[src/rtl/perf_pkg.sv]
// perf_pkg: shared state encoding, read map and status layout for the pipeline performance monitor
package perf_pkg;
  typedef enum logic [1:0] {IDLE = 2'd0, RUN = 2'd1, DONE = 2'd2} perf_state_e;
  localparam logic [2:0] ADDR_CYCLE    = 3'd0;
  localparam logic [2:0] ADDR_INSTRET  = 3'd1;
  localparam logic [2:0] ADDR_BUBBLE   = 3'd2;
  localparam logic [2:0] ADDR_RESULT   = 3'd3;
  localparam logic [2:0] ADDR_STATUS   = 3'd4;
  localparam logic [2:0] ADDR_START_PC = 3'd5;
  localparam int STATUS_STATE_LSB = 0;
  localparam int STATUS_STATE_W   = 2;
  localparam int STATUS_DONE_BIT  = 2;
endpackage

[src/rtl/pipeline_perf_monitor_if.sv]
// pipeline_perf_monitor_if: core retire/debug taps, clear, read port and status of the monitor
interface pipeline_perf_monitor_if;
  logic [31:0] i_pc;
  logic        i_insn_vld;
  logic [31:0] i_ledr;
  logic        i_clr;
  logic        i_rd_en;
  logic [2:0]  i_rd_addr;
  logic [31:0] o_rd_data;
  logic        o_rd_vld;
  logic [1:0]  o_state;
  logic        o_done;
  modport master (output i_pc, i_insn_vld, i_ledr, i_clr, i_rd_en, i_rd_addr, input o_rd_data, o_rd_vld, o_state, o_done);
  modport slave (input i_pc, i_insn_vld, i_ledr, i_clr, i_rd_en, i_rd_addr, output o_rd_data, o_rd_vld, o_state, o_done);
endinterface

[src/rtl/perf_sat_counter.sv]
// perf_sat_counter: event counter with clear, load-to-one and increment that sticks at all-ones
module perf_sat_counter #(
  parameter int CNT_W = 32
) (
  input  logic             i_clk,
  input  logic             i_rst_n,
  input  logic             clr,
  input  logic             load1,
  input  logic             inc,
  output logic [CNT_W-1:0] cnt
);
  always_ff @(posedge i_clk or negedge i_rst_n)
    if (!i_rst_n) cnt <= '0;
    else if (clr) cnt <= '0;
    else if (load1) cnt <= CNT_W'(1);
    else if (inc && cnt != '1) cnt <= cnt + CNT_W'(1);
endmodule

[src/rtl/pipeline_perf_monitor.sv]
// pipeline_perf_monitor: measures cycles/retired/bubbles from first nonzero pc until ledr changes, with a registered read port
module pipeline_perf_monitor
  import perf_pkg::*;
#(
  parameter int CNT_W = 32
) (
  input logic i_clk,
  input logic i_rst_n,
  pipeline_perf_monitor_if.slave bus
);
  perf_state_e state;
  logic done, rd_vld, start, count;
  logic [31:0] ledr_base, result, start_pc, rd_data, rd_mux, status;
  logic [CNT_W-1:0] cycle_cnt, instret_cnt, bubble_cnt;
  always_comb begin
    start = !bus.i_clr && state == IDLE && bus.i_pc != '0;
    count = !bus.i_clr && state == RUN && bus.i_ledr == ledr_base;
    status = '0;
    status[STATUS_STATE_LSB +: STATUS_STATE_W] = state;
    status[STATUS_DONE_BIT] = done;
    rd_mux = bus.i_rd_addr == ADDR_CYCLE    ? 32'(cycle_cnt)   :
             bus.i_rd_addr == ADDR_INSTRET  ? 32'(instret_cnt) :
             bus.i_rd_addr == ADDR_BUBBLE   ? 32'(bubble_cnt)  :
             bus.i_rd_addr == ADDR_RESULT   ? result           :
             bus.i_rd_addr == ADDR_STATUS   ? status           :
             bus.i_rd_addr == ADDR_START_PC ? start_pc         : '0;
  end
  perf_sat_counter #(.CNT_W(CNT_W)) u_cycle (
    .i_clk(i_clk), .i_rst_n(i_rst_n), .clr(bus.i_clr),
    .load1(start), .inc(count), .cnt(cycle_cnt));
  perf_sat_counter #(.CNT_W(CNT_W)) u_instret (
    .i_clk(i_clk), .i_rst_n(i_rst_n), .clr(bus.i_clr),
    .load1(start && bus.i_insn_vld), .inc(count && bus.i_insn_vld), .cnt(instret_cnt));
  perf_sat_counter #(.CNT_W(CNT_W)) u_bubble (
    .i_clk(i_clk), .i_rst_n(i_rst_n), .clr(bus.i_clr),
    .load1(start && !bus.i_insn_vld), .inc(count && !bus.i_insn_vld), .cnt(bubble_cnt));
  always_ff @(posedge i_clk or negedge i_rst_n)
    if (!i_rst_n) begin
      state <= IDLE;
      done <= 1'b0;
      ledr_base <= '0;
      result <= '0;
      start_pc <= '0;
      rd_data <= '0;
      rd_vld <= 1'b0;
    end else begin
      rd_vld <= bus.i_rd_en;
      if (bus.i_rd_en) rd_data <= rd_mux;
      if (bus.i_clr) begin
        state <= IDLE;
        done <= 1'b0;
        ledr_base <= '0;
        result <= '0;
        start_pc <= '0;
      end else
        case (state)
          IDLE:
            if (bus.i_pc != '0) begin
              state <= RUN;
              ledr_base <= bus.i_ledr;
              start_pc <= bus.i_pc;
            end
          RUN:
            if (bus.i_ledr != ledr_base) begin
              state <= DONE;
              done <= 1'b1;
              result <= bus.i_ledr;
            end
          DONE: ;
          default: begin
            state <= IDLE;
            done <= 1'b0;
          end
        endcase
    end
  assign bus.o_rd_data = rd_data;
  assign bus.o_rd_vld = rd_vld;
  assign bus.o_state = state;
  assign bus.o_done = done;
endmodule

[src/flat_wrapper.sv]
// flat-port wrapper written by rule: the top's interface ports become plain ports
module pipeline_perf_monitor_flat import perf_pkg::*;
#(
  parameter int CNT_W = 32
)
  (i_clk, i_rst_n, bus_i_pc, bus_i_insn_vld, bus_i_ledr, bus_i_clr, bus_i_rd_en, bus_i_rd_addr, bus_o_rd_data, bus_o_rd_vld, bus_o_state, bus_o_done);
  pipeline_perf_monitor_if bus_i ();
  input logic i_clk;
  input logic i_rst_n;
  input wire logic [$bits(bus_i.i_pc)-1:0] bus_i_pc;
  input wire logic [$bits(bus_i.i_insn_vld)-1:0] bus_i_insn_vld;
  input wire logic [$bits(bus_i.i_ledr)-1:0] bus_i_ledr;
  input wire logic [$bits(bus_i.i_clr)-1:0] bus_i_clr;
  input wire logic [$bits(bus_i.i_rd_en)-1:0] bus_i_rd_en;
  input wire logic [$bits(bus_i.i_rd_addr)-1:0] bus_i_rd_addr;
  output wire logic [$bits(bus_i.o_rd_data)-1:0] bus_o_rd_data;
  output wire logic [$bits(bus_i.o_rd_vld)-1:0] bus_o_rd_vld;
  output wire logic [$bits(bus_i.o_state)-1:0] bus_o_state;
  output wire logic [$bits(bus_i.o_done)-1:0] bus_o_done;
  assign bus_i.i_pc = bus_i_pc;
  assign bus_i.i_insn_vld = bus_i_insn_vld;
  assign bus_i.i_ledr = bus_i_ledr;
  assign bus_i.i_clr = bus_i_clr;
  assign bus_i.i_rd_en = bus_i_rd_en;
  assign bus_i.i_rd_addr = bus_i_rd_addr;
  assign bus_o_rd_data = bus_i.o_rd_data;
  assign bus_o_rd_vld = bus_i.o_rd_vld;
  assign bus_o_state = bus_i.o_state;
  assign bus_o_done = bus_i.o_done;
  pipeline_perf_monitor #(.CNT_W(CNT_W)) u_core (.i_clk(i_clk), .i_rst_n(i_rst_n), .bus(bus_i));
endmodule
[config.mk]
export PLATFORM = sky130hd
export DESIGN_NAME = pipeline_perf_monitor_flat
export DESIGN_NICKNAME = d
export VERILOG_FILES = /design/src/rtl/perf_pkg.sv /design/src/rtl/pipeline_perf_monitor_if.sv /design/src/rtl/perf_sat_counter.sv /design/src/rtl/pipeline_perf_monitor.sv /design/src/flat_wrapper.sv
export SDC_FILE = /design/constraint.sdc
export NUM_CORES = 1
export LEC_CHECK = 0
export ABC_AREA = 1
export CAP_MARGIN = 20
export CORE_ASPECT_RATIO = 0.6
export CORE_UTILIZATION = 45
export CTS_BUF_LIST = sky130_fd_sc_hd__clkbuf_8 sky130_fd_sc_hd__clkbuf_16
export DETAILED_ROUTE_END_ITERATION = 7
export GPL_TIMING_DRIVEN = 0
export PLACE_DENSITY = 0.64
export REMOVE_ABC_BUFFERS = 1
export SYNTH_ARGS = -nofsm -noshare
export SYNTH_HDL_FRONTEND = slang
export SYNTH_HIERARCHICAL = 1
export SYNTH_SLANG_ARGS = --single-unit
[constraint.sdc]
create_clock -name i_clk -period 2 [get_ports i_clk]
set_input_delay 0.2 -clock i_clk [delete_from_list [all_inputs] [get_ports i_clk]]
set_output_delay 0.2 -clock i_clk [all_outputs]
set_load 0.01 [all_outputs]
======== After elaboration in Yosys (flattened, before gate mapping) ========
Index checks and enable logic that the tools add are counted.
storage, ports and cells
  register bits ........................... 228
  output and inout bits ................... 36
cells by class
  equal/unequal tests ..................... 16
  reductions and logical operators ........ 28
  muxes and demuxes ....................... 31
  $add $sub $neg .......................... 3
operators with widths
  operator                                                count
  2-to-1 mux 32 bit                                       24
  adder 32 x 1 -> 32 bit (second input constant)          3
  inequality test 32 bit (second input constant)          3
  equality test 32 bit                                    1
  inequality test 32 bit                                  1
  nonzero test 32 bit                                     1
  logical AND 1 bit                                       11
  nonzero test 3 bit                                      3
  nonzero test 2 bit                                      4
  equality test 3 x 2 -> 1 bit (second input constant)    2
  equality test 3 bit (second input constant)             2
  2-to-1 mux 2 bit                                        3
  inequality test 3 bit (second input constant)           2
  case mux 2 bit (3 select lines)                         1
  AND reduction 2 bit                                     3
  equality test 3 x 1 -> 1 bit (second input constant)    1
  logical NOT 3 bit                                       1
  AND reduction 3 bit                                     1
  equality test 2 x 1 -> 1 bit (second input constant)    1
  equality test 2 bit (second input constant)             1
  logical NOT 1 bit                                       2
  logical NOT 2 bit                                       1
  2-to-1 mux 1 bit                                        2
  inequality test 2 x 1 -> 1 bit (second input constant)  1
  3 further kinds                                         3

======== Logic depth before layout (Yosys ltp) ========
  depth in word-level cells ............... 8
  depth in mapped cells ................... 13
  depth with buffers taken out ............ 13

======== Hierarchy ========
The synthesis kept the hierarchy.
by module, submodules not included
  module                 cells each  instances  area an instance (um2)  seq. area each (um2)
  pipeline_perf_monitor  909         1          6917.9                  3303.2
  perf_sat_counter       333         3          2301.0                  800.8

======== Least setup slack after synthesis ========
No wires, ideal clock.
  path kind ............................... input-to-reg
  start point ............................. input port bus_i_pc[7]
  end point ............................... register u_core.u_bubble.cnt[22]
  slack ................................... -0.215 ns
  cell stages on the path ................. 11
  arrival ................................. 2.132 ns
  cell sequence ........................... or2_1 nor3_1 nand3_1 or2_1 buf_6 nand2_1 nor2_1 nor2_1 clkbuf_1 nand3_1 o21ai_0
between the ends
  longest elaborated chain between the ends .. 5
RTL lines
  element                  RTL line                     RTL
  start, declared          flat_wrapper.sv:10           input wire logic [$bits(bus_i.i_pc)-1:0] bus_i_pc;
  nonzero test 32 bit (*)  pipeline_perf_monitor.sv:16  start = !bus.i_clr && state == IDLE && bus.i_pc != '0;
  logical AND 1 bit (*)    pipeline_perf_monitor.sv:16
  logical AND 1 bit (*)    pipeline_perf_monitor.sv:36  .load1(start && !bus.i_insn_vld), .inc(count && !bus.i_insn_vld), .cnt(bubble_cnt));
  2-to-1 mux 32 bit        perf_sat_counter.sv:15       else if (load1) cnt <= CNT_W'(1);
  2-to-1 mux 32 bit        perf_sat_counter.sv:14       else if (clr) cnt <= '0;
  end signal, assigned     perf_sat_counter.sv:16       else if (inc && cnt != '1) cnt <= cnt + CNT_W'(1);
  end, declared            perf_sat_counter.sv:10       output logic [CNT_W-1:0] cnt
Every way passes the cells marked *; elsewhere a longest branch is shown, timed or not.
A chain may end at the register's enable or synchronous reset.

======== Final worst setup path ========
  start point ............................. register u_core.state[0], in the netlist u_core/bus.o_state[0]
  end point ............................... register u_core.u_instret.cnt[25]
between the ends
  longest elaborated chain between the ends .. 6
RTL lines
  element                                                                   RTL line                                                  RTL
  start, declared                                                           pipeline_perf_monitor.sv:11                               perf_state_e state;
  start signal, assigned                                                    pipeline_perf_monitor.sv:39                               state <= IDLE;
  start signal, assigned                                                    pipeline_perf_monitor.sv:50                               state <= IDLE;
  start signal, assigned                                                    pipeline_perf_monitor.sv:59                               state <= RUN;
  equality test 2 x 1 -> 1 bit / logical NOT 2 bit (equally long branches)  pipeline_perf_monitor.sv:17, pipeline_perf_monitor.sv:16
  logical AND 1 bit (on tied branches) (2 in series)                        pipeline_perf_monitor.sv:17, pipeline_perf_monitor.sv:16
  logical AND 1 bit                                                         pipeline_perf_monitor.sv:33                               .load1(start && bus.i_insn_vld), .inc(count && bus.i_insn_vld), .cnt(instret_cnt));
  logical AND 1 bit / 2-to-1 mux 32 bit (equally long branches)             perf_sat_counter.sv:16, perf_sat_counter.sv:15
  nonzero test 3 bit (no line) / 2-to-1 mux 32 bit (equally long branches)  --
  end signal, assigned                                                      perf_sat_counter.sv:16
  end, declared                                                             perf_sat_counter.sv:10
Several ways; a longest one is shown, not always the timed one.

==> flow_summary.ini <==
[yosys]
postSynth.asyncResetShare = 1.00
postSynthRegisterBits = 228
ys.warnings.count = 6
syn-instance-count = 1908
synth_area_um2 = 13800
dominantRegCellSynth = dfrtp_1
synth_area_leader_cell = dfrtp_1
seq_area_frac_synth = 0.413
netlist.area_leader.share = 0.413
yosysUniqueCellTypes = 34
synth.top_cells.by_count = nand2_1, nand3_1, dfrtp_1, nor2_1, inv_1
synth_enable_flop_cells = 0
avgSynthCellArea_um2 = 7.24
netlist_top_cells_area = dfrtp_1, nand2_1, nand3_1
post-synth-top-count-cell = nand2_1

[global_routing]
grt_most_used_layer = met1
groute.layer.met2.usage = 0.414
grt-ovfl-total = 0
grt_start_max_net_pins = 116
grt_util_met3 = 0.0898
grt_antenna_before_repair = 0
met1_usage = 0.470
overall_fraction_of_global_route_tracks_in_use = 0.309
grt_pass1_wl_um = 74100
first_global_vias = 12400

[clocking]
number_of_sinks_on_the_clock_net = 228
worst_skew_pair.late_latency_ps = 550
cts.clk_slew.worst_paths_ps = 70
clockBufferDepth = 3
cts_tree = built
ctsHtreeMaxLevel = 1
cts_root_buf = clkbuf_16
cts-buffers-inserted = 24

[setup_path]
cp.arrival_ps = 2620
cpPeakStageDelay_ps = 370
timing.critical_path.buf_inv = 6
worst-endpoint-required_ps = 2480
cp-startpoint = u_core/bus.o_state[0]
gate_family_responsible_for_the_most_delay_along_the_worst_path = buffers and inverters
timing.critical_path.fanout_max = 13
timing.critical_path.depth = 12
worstPathCellList = inv_1 > nor2_4 > buf_12 > inv_1 > nor2_2 > nand3_4 > buf_12 > nor2_4 > buf_6 > nand3_4 > clkbuf_16 > o21ai_2
timing.critical_path.slowest_stage_cell = dfrtp_2
ff2ff_setup_slack_ps = -130
regToRegStartpoint = u_core/bus.o_state[0]
worst-r2r-cell-count = 12
worstSetupPathType = register to register
startpoint_type = register
end_kind = register

[job]
drv_cap = 0

[detailed_routing]
drc = 0
drt-pass1-iter-count = 6
final_antenna_net_count = 0
drt_wl_total_um = 50700
post_drt_wl_per_cell_um = 20.5
drt_first_iter_violations = 1838
detail_route.vias_per_cell = 5.81
detailroute.via_count = 14400

[hold_path]
hold_depth = 3
holdCritPathClass = primary input to register
worstHoldStart = bus_i_pc[6]

[timing]
worst_slew_margin_rel = 0.345
worst_slack_ps = -133
fin_worst_skew_ps = 13.9
setup_viol_count_final = 77
fmax_mhz = 469
worst_slew_pin_slew_ps = 982
post-route-period-util = 1.07
final.min_clock_period_ps = 2130
report.final.slew_viol_count = 0
grt_setup_unrepaired = yes
finalHoldViolations = 0

[layout]
fillerInstances = 2741
fin_nets = 2127
antenna_cells_inserted = 0
area_growth_syn_to_layout_pct = 27.7
fraction_of_final_layout_cells_with_drive_strength_greater_than_1 = 0.152
post_route_cell_area_um2 = 17700
post_layout_utilization_of_the_core = 0.586

[floorplan]
initial_utilization = 0.459
die-height_um = 138
core_region_area_um2 = 30100
die-area_um2 = 31400
die_w_um = 228
num_io_pins = 108
floorplan.rows = 49

[place]
place.port_buffers = 107
place_worst_setup_slack_ps = -2290
place_hpwl_um = 32900
gpl.final_weighted_congestion = 0.981
dpl-instance-area_um2 = 15300

[status]
outcome = complete, but fails checks
violations = setup timing

[pwr]
worst_ir_drop_vdd_v = 0.000614
p_per_area_nw_per_um2 = 652
total_leakage_power_uw = 0.00770
## where the power goes
group          switching (uW)  internal, uW  leakage (uW)
clock                    2030          2630      0.000404
sequential                187          4870       0.00311
combinational            1050           734       0.00419
total                    3270          8240       0.00770
## placed cells by master, fill, tap and decap left out, types with 7 or more instances in the layout
master	count
a31oi_1	29
buf_12	19
buf_16	7
buf_4	27
buf_6	16
clkbuf_16	27
clkbuf_8	8
clkdlybuf4s50_1	93
dfrtp_1	224
dlygate4sd3_1	9
dlymetal6s2s_1	9
inv_1	120
nand2_1	678
nand2_2	11
nand2_4	9
nand2_8	10
nand3_1	269
nand3_2	21
nand3_4	9
nand4_1	64
nor2_1	125
nor2_2	13
nor2_4	27
o21ai_1	43
o21ai_2	70
o21bai_1	18
xnor2_1	30
xor2_1	18
## stage by stage
| step | TNS, ps | total power [uW] | instances | hold WS, ps |
|---|---|---|---|---|
| 6_report | -6260 | 11500 | 2477 | 18.1 |
| 5_1_grt | -12300 | 11900 | 2477 | 55.1 |
| 4_1_cts | -14.6 | 11500 | 2454 | 102 |
| 3_5_place_dp | -293920 | 6630 | 2356 | 315 |
| 3_3_place_gp | -3497880 | 6490 | 2336 | 457 |
| 2_1_floorplan | -504830 | 5790 | 1821 | -95.6 |
## metal layers
metal	share of wire	routed length, um	vias to the layer above
li1	-	-	6552
met1	0.45	22700	6857
met2	0.39	19800	886
met3	0.13	6760	97
met4	0.029	1450	0
met5	0	0	-
## sequential cells by signal, summed over array words and instances, names as in the netlist
name                  count
u_core/result            32
u_core/bus.o_state        2
u_core/bus.o_rd_data     32
u_core/bus.o_rd_vld       1
u_core/bus.o_done         1
u_core/u_bubble/cnt      32
u_core/ledr_base         32
u_core/u_instret/cnt     32
u_core/u_cycle/cnt       32
u_core/start_pc          32
## path summary, 6_finish.rpt
path	endpoint
hold reg to reg	u_core/result[30]
hold / removal	u_core/start_pc[6]
min in group asynchronous	u_core/u_bubble/cnt[2]
setup reg to reg	u_core/u_instret/cnt[25]
max in group asynchronous	u_core/result[12]
setup / recovery	u_core/u_instret/cnt[25]
## worst register-to-register path, stage by stage (launching register included)
cell	delay, ps
dfrtp_2	370
inv_1	90
nor2_4	180
buf_12	160
inv_1	90
nor2_2	170
nand3_4	140
buf_12	180
nor2_4	110
buf_6	140
nand3_4	110
clkbuf_16	200
o21ai_2	130
## area by class of cell
type,count,area (um2),area share
inverter,125,503,0.0285
timing repair buffer,194,2320,0.132
sequential,228,5710,0.323
tap,408,510,0.0289
multi-input combinational,1479,7800,0.442
clock inverter,11,98.8,0.00560
clock buffer,32,711,0.0403
## kinds of logic (layout without fill, tap and decap cells)
| family | after synthesis | count (layout) | share of synthesized area |
|---|---|---|---|
| flip-flops | 228 | 228 | 0.413 |
| adder cells (fa/ha/maj) | 3 | 3 | 0.00272 |
| XOR/XNOR | 48 | 48 | 0.0304 |
| AND/OR/NAND/NOR | 1245 | 1256 | 0.403 |
| AO/OA/AOI/OAI | 172 | 172 | 0.0775 |
| buffers and inverters | 212 | 362 | 0.0731 |
## what timing repair did
item                                   4_1_cts  5_1_grt
gates resized for setup                     65       96
pin swaps                                   26       42
hold buffers                                 1        8
endpoints found under the hold margin      114        8
setup endpoints to repair                  204      169
cloned                                      12        5
setup buffers                               42       10
Power figures use the tool's default switching activity.
